<file path="config.mk">
export PLATFORM = sky130hd
export DESIGN_NAME = demux2_buf
export DESIGN_NICKNAME = d
export VERILOG_FILES = /design/src/rtl/demux2_buf_pkg.sv /design/src/rtl/demux2_buf_fifo.sv /design/src/rtl/demux2_buf.sv
export SDC_FILE = /design/constraint.sdc
export NUM_CORES = 1
export LEC_CHECK = 0
export CORE_MARGIN = 2
export CORE_UTILIZATION = 50
export CTS_CLUSTER_SIZE = 20
export DETAILED_ROUTE_END_ITERATION = 16
export PLACE_DENSITY = 0.79
export SYNTH_ARGS = -nofsm -noshare
export SYNTH_HDL_FRONTEND = slang
export SYNTH_HIERARCHICAL = 1
export SYNTH_SLANG_ARGS = --single-unit
</file>
<file path="constraint.sdc">
create_clock -name clk -period 2.7 [get_ports clk]
set_input_delay 0.54 -clock clk [delete_from_list [all_inputs] [get_ports clk]]
set_output_delay 0.54 -clock clk [all_outputs]
set_load 0.02 [all_outputs]
</file>
<file path="src/rtl/demux2_buf_pkg.sv">
// Shared datapath definitions for the 1-to-2 demultiplexer and its 2:1 mux companion.
package demux2_buf_pkg;

    // Default datapath width for the RISC-V result path.
    localparam int WIDTH_DEF = 32;

    // Default per-output buffer depth.
    localparam int DEPTH_DEF = 2;

    // Output-select encoding, shared with the 2:1 select mux.
    localparam logic SEL_OUT0 = 1'b0;
    localparam logic SEL_OUT1 = 1'b1;

    // Destination of a routed word.
    typedef enum logic {
        DEST_OUT0 = SEL_OUT0,
        DEST_OUT1 = SEL_OUT1
    } dest_e;

    // Occupancy counter width: must represent 0..depth inclusive.
    function automatic int count_width(input int depth);
        return $clog2(depth) + 1;
    endfunction

endpackage

</file>
<file path="src/rtl/demux2_buf_fifo.sv">
// Per-destination FIFO with a registered head output.
// The head register mirrors the oldest entry while non-empty and keeps the
// last popped word once drained, so consumers see a stable value.
module demux_fifo
    import demux2_buf_pkg::*;
#(
    parameter int WIDTH = WIDTH_DEF,
    parameter int DEPTH = DEPTH_DEF
) (
    input  logic                     clk,
    input  logic                     rst_n,
    input  logic                     push,
    input  logic [WIDTH-1:0]         push_data,
    input  logic                     pop,
    output logic [WIDTH-1:0]         head_data,
    output logic                     empty,
    output logic                     full,
    output logic [$clog2(DEPTH):0]   count
);

    localparam int AW = $clog2(DEPTH);
    localparam int CW = count_width(DEPTH);

    logic [WIDTH-1:0] mem_reg [DEPTH];
    logic [AW-1:0]    wr_ptr_reg;
    logic [AW-1:0]    rd_ptr_reg;
    logic [AW-1:0]    rd_ptr_inc;
    logic [CW-1:0]    count_reg;
    logic [CW-1:0]    count_next;
    logic [WIDTH-1:0] head_reg;
    logic [WIDTH-1:0] head_next;
    logic             push_en;
    logic             pop_en;

    // Qualify requests: pushing a full FIFO or popping an empty one is a no-op.
    assign push_en    = push && !full;
    assign pop_en     = pop && !empty;
    assign rd_ptr_inc = rd_ptr_reg + 1'b1;

    assign empty     = (count_reg == '0);
    assign full      = (count_reg == CW'(DEPTH));
    assign count     = count_reg;
    assign head_data = head_reg;

    // Storage: each entry written only when the write pointer selects it.
    generate
        for (genvar gi = 0; gi < DEPTH; gi++) begin : g_entry
            // Entry gi captures push data when it is the write target.
            always_ff @(posedge clk or negedge rst_n) begin
                if (!rst_n) begin
                    mem_reg[gi] <= '0;
                end else if (push_en && (wr_ptr_reg == AW'(gi))) begin
                    mem_reg[gi] <= push_data;
                end
            end
        end
    endgenerate

    // Next head value: the following entry after a pop, the incoming word when
    // the FIFO is (or becomes) empty, otherwise unchanged.
    always_comb begin
        head_next = head_reg;
        if (pop_en) begin
            if (count_reg > CW'(1)) begin
                head_next = mem_reg[rd_ptr_inc];
            end else if (push_en) begin
                head_next = push_data;
            end
        end else if (push_en && empty) begin
            head_next = push_data;
        end
    end

    // Occupancy moves by +1 on push, -1 on pop, unchanged when both happen.
    always_comb begin
        count_next = count_reg;
        if (push_en && !pop_en) begin
            count_next = count_reg + CW'(1);
        end else if (pop_en && !push_en) begin
            count_next = count_reg - CW'(1);
        end
    end

    // Pointers, occupancy and head register; pointers wrap modulo DEPTH.
    always_ff @(posedge clk or negedge rst_n) begin
        if (!rst_n) begin
            wr_ptr_reg <= '0;
            rd_ptr_reg <= '0;
            count_reg  <= '0;
            head_reg   <= '0;
        end else begin
            if (push_en) begin
                wr_ptr_reg <= wr_ptr_reg + 1'b1;
            end
            if (pop_en) begin
                rd_ptr_reg <= rd_ptr_inc;
            end
            count_reg <= count_next;
            head_reg  <= head_next;
        end
    end

endmodule

</file>
<file path="src/rtl/demux2_buf.sv">
// Registered 1-to-2 demultiplexer: steers each accepted word into the FIFO
// named by in_sel and presents each FIFO head to its own consumer.
module demux2_buf
    import demux2_buf_pkg::*;
#(
    parameter int WIDTH = WIDTH_DEF,
    parameter int DEPTH = DEPTH_DEF
) (
    input  logic                     clk,
    input  logic                     rst_n,
    input  logic [WIDTH-1:0]         in_data,
    input  logic                     in_sel,
    input  logic                     in_valid,
    output logic                     in_ready,
    output logic [WIDTH-1:0]         out0_data,
    output logic                     out0_valid,
    input  logic                     out0_ready,
    output logic [$clog2(DEPTH):0]   out0_count,
    output logic [WIDTH-1:0]         out1_data,
    output logic                     out1_valid,
    input  logic                     out1_ready,
    output logic [$clog2(DEPTH):0]   out1_count
);

    localparam int CW = count_width(DEPTH);

    dest_e            dest;
    logic             accept;
    logic [1:0]       push;
    logic [1:0]       pop;
    logic [1:0]       empty;
    logic [1:0]       full;
    logic [1:0]       cons_ready;
    logic [WIDTH-1:0] head [2];
    logic [CW-1:0]    cnt  [2];

    assign dest       = dest_e'(in_sel);
    assign cons_ready = {out1_ready, out0_ready};

    // Readiness depends only on the selected FIFO's registered fullness, so a
    // stalled consumer never back-pressures words bound for the other one.
    always_comb begin
        in_ready = 1'b1;
        case (dest)
            DEST_OUT0: in_ready = !full[0];
            DEST_OUT1: in_ready = !full[1];
            default:   in_ready = 1'b1;
        endcase
    end

    assign accept = in_valid && in_ready;

    generate
        for (genvar gi = 0; gi < 2; gi++) begin : g_out
            // Route the accepted word to the addressed FIFO; pop on consumer take.
            assign push[gi] = accept && (in_sel == 1'(gi));
            assign pop[gi]  = cons_ready[gi] && !empty[gi];

            demux_fifo #(
                .WIDTH (WIDTH),
                .DEPTH (DEPTH)
            ) u_fifo (
                .clk       (clk),
                .rst_n     (rst_n),
                .push      (push[gi]),
                .push_data (in_data),
                .pop       (pop[gi]),
                .head_data (head[gi]),
                .empty     (empty[gi]),
                .full      (full[gi]),
                .count     (cnt[gi])
            );
        end
    endgenerate

    assign out0_data  = head[0];
    assign out0_valid = !empty[0];
    assign out0_count = cnt[0];
    assign out1_data  = head[1];
    assign out1_valid = !empty[1];
    assign out1_count = cnt[1];

endmodule

</file>
======== Yosys cells after proc, flatten, opt, wreduce, memory -nomap -nowiden ========
Index checks and enable logic that the tools add are counted.
storage, ports and cells
  logic and storage cells ................. 87
  input port bits ......................... 38
  output and inout port bits .............. 71
  flip-flop bits (word level) ............. 200
cells by class
  magnitude comparators ................... 4
  bitwise operators ....................... 5
  multiplexer cells ....................... 19
  add/subtract/negate cells ............... 8
  reduce and logical (&&, ||, !) cells .... 35
  eq/ne operators ......................... 4
operators with widths
  kind                 count
  $mux 32              14
  $logic_and 1x1->1    19
  $logic_not 1->1      8
  $mux 2               4
  $reduce_bool 2->1    4
  $ne 3x2->1 const B   2
  $add 1x1->1 const B  4
  $add 2x1->2 const B  2
  $eq 2x2->1 const B   2
  $ge 2x2->1 const B   2
  $gt 2x1->1 const B   2
  $logic_not 2->1      2
  $not 1->2            2
  $reduce_and 2->1     2
  $sub 2x1->2 const B  2
  $not 1->1            3
  $pmux 1 s2           1

======== Depth between registers and ports, before layout ========
Gate-level depths: netlist (run 1).
  depth after elaboration ................. 10
  depth in mapped cells ................... 9
  gate-level depth less buffers ........... 7

======== Cells and area by module ========
Netlist (run 1), hierarchy kept.
by module, submodules not included
  module                        instances  cells each  seq. area each (sq um)  area each (sq um)
  demux_fifo (g_out[1].u_fifo)  1          372         2502.4                  4490.6
  demux_fifo (g_out[0].u_fifo)  1          314         2502.4                  4365.4
  demux2_buf                    1          7           0.0                     46.3

======== Worst setup path after synthesis (run 1) ========
No wires, ideal clock.
  path kind ............................... reg-to-reg
  start ................................... reg g_out[0].u_fifo.count_reg[0]
  end ..................................... reg g_out[0].u_fifo.head_reg[18]
  path buffers ............................ 2
  cell stages (with the launch flop) ...... 9
  required time ........................... 2.577 ns
  period minus slack after synthesis ...... 2.301 ns
  data arrival time ....................... 2.178 ns
  slack ................................... 0.399 ns
  library setup time ...................... 0.123 ns
  cells stage by stage .................... dfrtp_1 inv_1 ha_1 nor3b_1 nand2b_4 or3_4 buf_6 buf_6 o221a_1
between the ends
  longest elaborated chain between the ends .. 9
ends and longest elaborated chain
  what                            line                   text
  start, declared                 demux2_buf_fifo.sv:28  logic [CW-1:0] count_reg;
  start signal, assigned          demux2_buf_fifo.sv:98  count_reg <= count_next;
  $eq 2x2->1 (*)                  demux2_buf_fifo.sv:41  assign full = (count_reg == CW'(DEPTH));
  net full[0]                     demux2_buf.sv:32       logic [1:0] full;
  $logic_not 1->1 (*)             demux2_buf.sv:45       DEST_OUT0: in_ready = !full[0];
  $pmux 1 s2 (*)                  demux2_buf.sv:44       case (dest)
  $logic_and 1x1->1 (*)           demux2_buf.sv:51       assign accept = in_valid && in_ready;
  $logic_and 1x1->1 (*)           demux2_buf.sv:56       assign push[gi] = accept && (in_sel == 1'(gi));
  net push[0]                     demux2_buf.sv:29       logic [1:0] push;
  $logic_and 1x1->1 (*)           demux2_buf_fifo.sv:36  assign push_en = push && !full;
  $logic_and 1x1->1               demux2_buf_fifo.sv:69  end else if (push_en && empty) begin
  $reduce_bool 2->1 (no line)     --
  $reduce_and 2->1 (no line) (*)  --
  end signal, assigned            demux2_buf_fifo.sv:99  head_reg <= head_next;
  end, declared                   demux2_buf_fifo.sv:30  logic [WIDTH-1:0] head_reg;
The timed path passes the listed nets; every way through them passes the cells marked *.
A chain may end at the register's enable or synchronous reset.

======== Final worst setup path (run 1) ========
  start ................................... reg g_out[0].u_fifo.count_reg[0]
  end ..................................... out in_ready
between the ends
  longest elaborated chain between the ends .. 3
ends and longest elaborated chain
  what             line                   text
  $eq 2x2->1       demux2_buf_fifo.sv:41
  net full[0]      demux2_buf.sv:32
  $logic_not 1->1  demux2_buf.sv:45
  $pmux 1 s2       demux2_buf.sv:44
  end, declared    demux2_buf.sv:14       output logic in_ready,
The timed path passes the listed nets, and every way through them passes these cells.

==> results.cfg, run 1 <==
[status]
status = finished, final reports clean

[timing]
finalCritPeriodShare_pct = 93.39
worstMarginPinSlew_ns = 1.126
max_freq_mhz = 396.6
setup_viol = 0
maxSlewViolCount = 0
rsz0062_at_grt = no
relSlewSlack_pct = 24.92
fin_crit_ns = 2.521
skew_ns = 0.01011
fin_ws_ns = 0.1786
finalSetupTns_ns = 0
hold_violations = 0

[critical_path]
arrival_ns = 1.98
crit_buf_inv = 2
reg2reg_slack_ns = 0.29
cp_max_fo = 4
cp_top_family = buffers and inverters
crit_path_start_kind = flip-flop
cp_slowest_cell = clkdlybuf4s50_1
worstPathRequired_ns = 2.16
critPathCaptureType = output port
path_class = reg2out
crit_chain = inv_1 > ha_1 > mux2i_1 > clkdlybuf4s50_1
cp_slowest_stage_delay_ns = 0.62

[layout]
nets = 835
area_growth_pct = 20.89
antennaDiodeCount = 0
utilization_pct = 62.00
drive_above_1_share_pct = 25.19
largest_register_ffs = 128
fin_area_um2 = 10760
fill_cells = 1296

[clock_network]
worstSkewPairLatency_ns = 0.44
holdBufCountCts = 0
clock_path_buffers = 2
htreeDepth = 4
cts_root_buffer = clkbuf_16
cts_sinks = 200
cts_buffers = 17
ctsResizeCount = 0
postCtsSetupBuffers = 0
clkSlewWorstSetupHoldPaths_ns = 0.07
cts_tree = done

[placed_design]
place_ws_ns = 0.08180
hpwl_mm = 11.98
dpl_cell_area_um2 = 10180
routabilityCongestion = 0.7589
io_buffers = 108

[power]
ir_worst_vdd_mv = 0.7328
power_density_nw_per_um2 = 1282
p_leak_uw = 0.004599

[hold_path]
min-delay-path-class = in2async

[synth]
synth-edff-count = 0
async_flop_share_pct = 100.0
synth_area_per_cell_um2 = 12.85
synthFlopType = dfrtp_1
syn_inst = 693
yosys_register_bits = 200
yosysSeqAreaShare_pct = 56.22
ys_types = 36
yosysWarnings = 6
syn-cell-area_um2 = 8902
syn_nets = 739

[routing]
final_antenna_net_count = 0
first_pass_iters = 4
drt-total-wl_mm = 18.83
drt-vias-per-instance = 5.549
routedWlPerCell_um = 18.34
dr.first_iter.drc_count = 273
drc = 0
via_count = 5699

[floorplanning]
start_util_pct = 51.29
fp.dieH_um = 137.4
die_w_um = 137.4
die_area_um2 = 18890
rows = 48
core_area_um2 = 17360
num_io_pins = 109

[global_routing]
grt_max_degree = 80
grt_use_met2_pct = 36.37
grt.overflow.total = 0
busiest_layer = met2
grt_pass1_vias = 5983
met1_usage_pct = 27.65
grt_pass1_wl_mm = 31.02
grt_usage_pct = 21.31
use_met3_pct = 3.716
antenna_found_initial = 0

[flow_run]
cap_violations = 0
==> Yosys cell counts, types with 2 or more instances <==
library cell / number / area (µm²)
dfrtp_1: 200 / 5005
mux2_2: 124 / 1396
nand2_1: 101 / 379.1
mux2i_1: 65 / 650.6
o21ai_1: 59 / 295.3
buf_2: 19 / 95.09
o221a_2: 19 / 214.0
buf_4: 10 / 75.07
buf_6: 10 / 112.6
o21ai_0: 10 / 50.05
o221a_1: 10 / 112.6
inv_1: 9 / 33.78
ha_1: 8 / 100.1
nor2b_1: 7 / 43.79
o211ai_1: 5 / 37.54
clkbuf_1: 4 / 15.01
mux2_1: 4 / 45.04
nor2_1: 4 / 15.01
xnor2_1: 4 / 35.03
and3_1: 2 / 12.51
nand3b_1: 2 / 15.01
nor3b_1: 2 / 15.01
xor2_1: 2 / 17.52
==> layout make-up <==
| class | count | area [µm²] | share of cell area, % |
|---|---|---|---|
| clock inverters | 14 | 140.1 | 1.302 |
| multi-input cells | 440 | 3577 | 33.24 |
| well taps | 225 | 281.5 | 2.616 |
| clock buffers | 18 | 439.2 | 4.081 |
| inverters | 9 | 33.78 | 0.3139 |
| flip-flops and latches | 200 | 5007 | 46.53 |
| repair buffers | 121 | 1282 | 11.92 |
==> layout by cell type, fill, tap and decap left out, types with 4 or more instances in the layout <==
cell / synthesis / routed
nor2b_1: 7 / 7
clkbuf_16: 0 / 17
nand2_1: 101 / 100
mux2i_1: 65 / 65
mux2_1: 4 / 4
buf_12: 0 / 8
o221a_1: 10 / 10
xnor2_1: 4 / 4
o221a_2: 19 / 19
clkdlybuf4s50_1: 0 / 107
o21ai_0: 10 / 10
mux2_2: 124 / 124
inv_6: 0 / 7
dfrtp_1: 200 / 198
inv_1: 9 / 9
o211ai_1: 5 / 5
ha_1: 8 / 8
o21ai_1: 59 / 59
buf_4: 10 / 5
==> power by group <==
| part | switching [µW] | internal [µW] | total, µW |
|---|---|---|---|
| clock network | 1160 | 1320 | 2480 |
| registers | 1100 | 4520 | 5620 |
| logic | 2620 | 3080 | 5700 |
| total | 4880 | 8920 | 13800 |
==> worst paths after layout <==
kind	end	cells past startpoint	from
min	g_out[1].u_fifo/mem_reg[25]	1	rst_n
max	in_ready	4	g_out[0].u_fifo/count[0]
max in group asynchronous	g_out[1].u_fifo/mem_reg[22]	2	rst_n
min in group clk	g_out[1].u_fifo/head_data[25]	2	g_out[1].u_fifo/head_data[25]
max reg2reg	g_out[0].u_fifo/head_data[12]	6	g_out[0].u_fifo/count[0]
min reg2reg	g_out[1].u_fifo/head_data[25]	2	g_out[1].u_fifo/head_data[25]
==> logic make-up after synthesis <==
group,share of synthesized area (%)
buffers and inverters,3.781
adder cells (fa/ha/maj),1.124
AO/OA/AOI/OAI,8.292
multiplexers,23.50
XOR/XNOR,0.5903
AND/OR/NAND/NOR,6.493
flip-flops,56.22
==> per-stage QoR <==
| step | hold slack, ns | total power, µW | instances |
|---|---|---|---|
| 2_1_floorplan | 0.2444 | 9305 | 693 |
| 3_3_place_gp | 0.4654 | 11050 | 995 |
| 3_5_place_dp | 0.4744 | 11410 | 995 |
| 4_1_cts | 0.1527 | 13930 | 1027 |
| 5_1_grt | 0.1810 | 14680 | 1027 |
| 6_report | 0.1317 | 13800 | 1027 |
==> routing by layer <==
layer,wire length (µm),vias up
met5,0,-
met4,352,0
met3,801,31
met2,9444,138
met1,8233,2873
li1,-,2657
Power figures use the tool's default switching activity.
==> inputs of run 2 (changes only) <==
Settings changed: GPL_TIMING_DRIVEN from default to 0.
==> run 2 against run 1 <==
Net effect:
- utilization grew 0.80 points
- die area is the same
- first-iteration DRC count grew 27%
- largest cell class unchanged
- largest power group unchanged
==> results.cfg, run 2 (synthesis results as in run 1) <==
[power]
power_density_nw_per_um2 = 1281
ir_worst_vdd_mv = 0.6265
p_leak_uw = 0.004710
p_total_uw = 13970

[clock_network]
cts_tree = done
cts_root_buffer = clkbuf_16
cts_sinks = 200
holdBufCountCts = 0
clock_path_buffers = 2
worstSkewPairLatency_ns = 0.43
clkSlewWorstSetupHoldPaths_ns = 0.07
cts_buffers = 17
htreeDepth = 4

[timing]
relSlewSlack_pct = 57.39
fin_crit_ns = 2.500
whs_ns = 0.07621
setup_viol = 0
hold_violations = 0
worstMarginPinSlew_ns = 0.6391
max_freq_mhz = 400.0
finalCritPeriodShare_pct = 92.60
rsz0062_at_grt = no
maxSlewViolCount = 0
skew_ns = 0.01168

[critical_path]
cp_slowest_stage_delay_ns = 0.62
cp_max_fo = 4
critPathCaptureType = output port
setup.worst_path.start = g_out[1].u_fifo/count[0]
r2r-start = g_out[0].u_fifo/count[1]
crit_path_start_kind = flip-flop
path_class = reg2out
worstPathRequired_ns = 2.16
reg2reg_slack_ns = 0.23
reg2reg_depth = 8
cp_slowest_cell = clkdlybuf4s50_1
arrival_ns = 1.96
timing.rr.end = g_out[0].u_fifo/head_data[17]
crit_chain = inv_1 > ha_1 > mux2i_1 > clkdlybuf4s50_1

[routing]
drc = 0
drt-total-wl_mm = 19.40
routedWlPerCell_um = 18.34
via_count = 5864
final_antenna_net_count = 0
drt-vias-per-instance = 5.543
first_pass_iters = 5
dr.first_iter.drc_count = 348

[floorplanning]
core_area_um2 = 17360
die_w_um = 137.4
num_io_pins = 109
start_util_pct = 51.29
die_area_um2 = 18890
rows = 48
fp.dieH_um = 137.4

[layout]
final_common_cell = dfrtp_1
final_cells = 1058
fin_area_um2 = 10900
area_growth_pct = 22.45
largest_register_ffs = 128
layout_common_cells = 200 x dfrtp_1, 124 x mux2_2, 107 x clkdlybuf4s50_1, 101 x nand2_1, 65 x mux2i_1
drive_above_1_share_pct = 26.89
nets = 867
utilization_pct = 62.80
antennaDiodeCount = 0
fill_cells = 1325

[global_routing]
antenna_found_initial = 0
grt_pass1_vias = 5880
grt_pass1_wl_mm = 31.46
grt_usage_pct = 22.09
grt.overflow.total = 0
grt_max_degree = 121

[placed_design]
io_buffers = 108
hpwl_mm = 13.12
dpl_cell_area_um2 = 10300
routabilityCongestion = 0.7895
dp_cells = 1027

[hold_path]
min-delay-path-class = in2async

[flow_run]
cap_violations = 0

[status]
status = finished, final reports clean
run 2: power by group:
| group | internal (µW) | switching (µW) |
|---|---|---|
| sequential | 4520 | 824 |
| clock | 1460 | 1110 |
| combinational | 3140 | 2910 |
run 2: worst max-delay path, delay by kind of cell, from the launching register on:
kind	cells	cell delay [ns]
buffers and inverters	2	0.73
flip-flops	1	0.43
adder cells (fa/ha/maj)	1	0.24
multiplexers	1	0.13
run 2: per-stage QoR:
step           setup slack [ns]  setup TNS, ns
2_1_floorplan            0.3994              0
3_3_place_gp             -7.061       -1412.54
4_1_cts                  0.1177              0
5_1_grt                 0.02637              0
6_report                 0.1997              0
3_5_place_dp            -0.1138         -2.672
run 2: worst max-delay path by stage:
stage	end	depth (start not counted)	slack, ns
5_1_grt	g_out[0].u_fifo/head_data[17]	8	0.03
4_1_cts	g_out[0].u_fifo/mem_reg[39]	7	0.12
3_5_place_dp	g_out[0].u_fifo/mem_reg[39]	6	-0.11
6_report	in_ready	4	0.20
2_1_floorplan	g_out[0].u_fifo/head_data[18]	8	0.40
3_3_place_gp	g_out[0].u_fifo/head_data[13]	1	-7.06
run 2: cell type report:
| class | instances | area, µm² | area share, % |
|---|---|---|---|
| Buffer | 44 | 302.8 | 2.778 |
| Clock buffer | 17 | 425.4 | 3.903 |
| Clock inverter | 14 | 175.2 | 1.607 |
| Inverter | 9 | 33.78 | 0.3099 |
| Multi-Input combinational cell | 440 | 3563 | 32.69 |
| Sequential cell | 200 | 5005 | 45.91 |
| Tap cell | 225 | 281.5 | 2.583 |
| Timing Repair Buffer | 109 | 1114 | 10.22 |
run 2: what timing repair did:
action | in CTS | in global routing
endpoints found under the setup margin | 0 | 30
buffers inserted | 0 | 0
gates resized for setup | 0 | 1
run 2: layer usage:
layer | track usage (%) | routed length, µm
met1 | 29.89 | 8907
met2 | 35.57 | 9399
met3 | 4.268 | 704
met4 | 8.076 | 390
met5 | 0 | 0
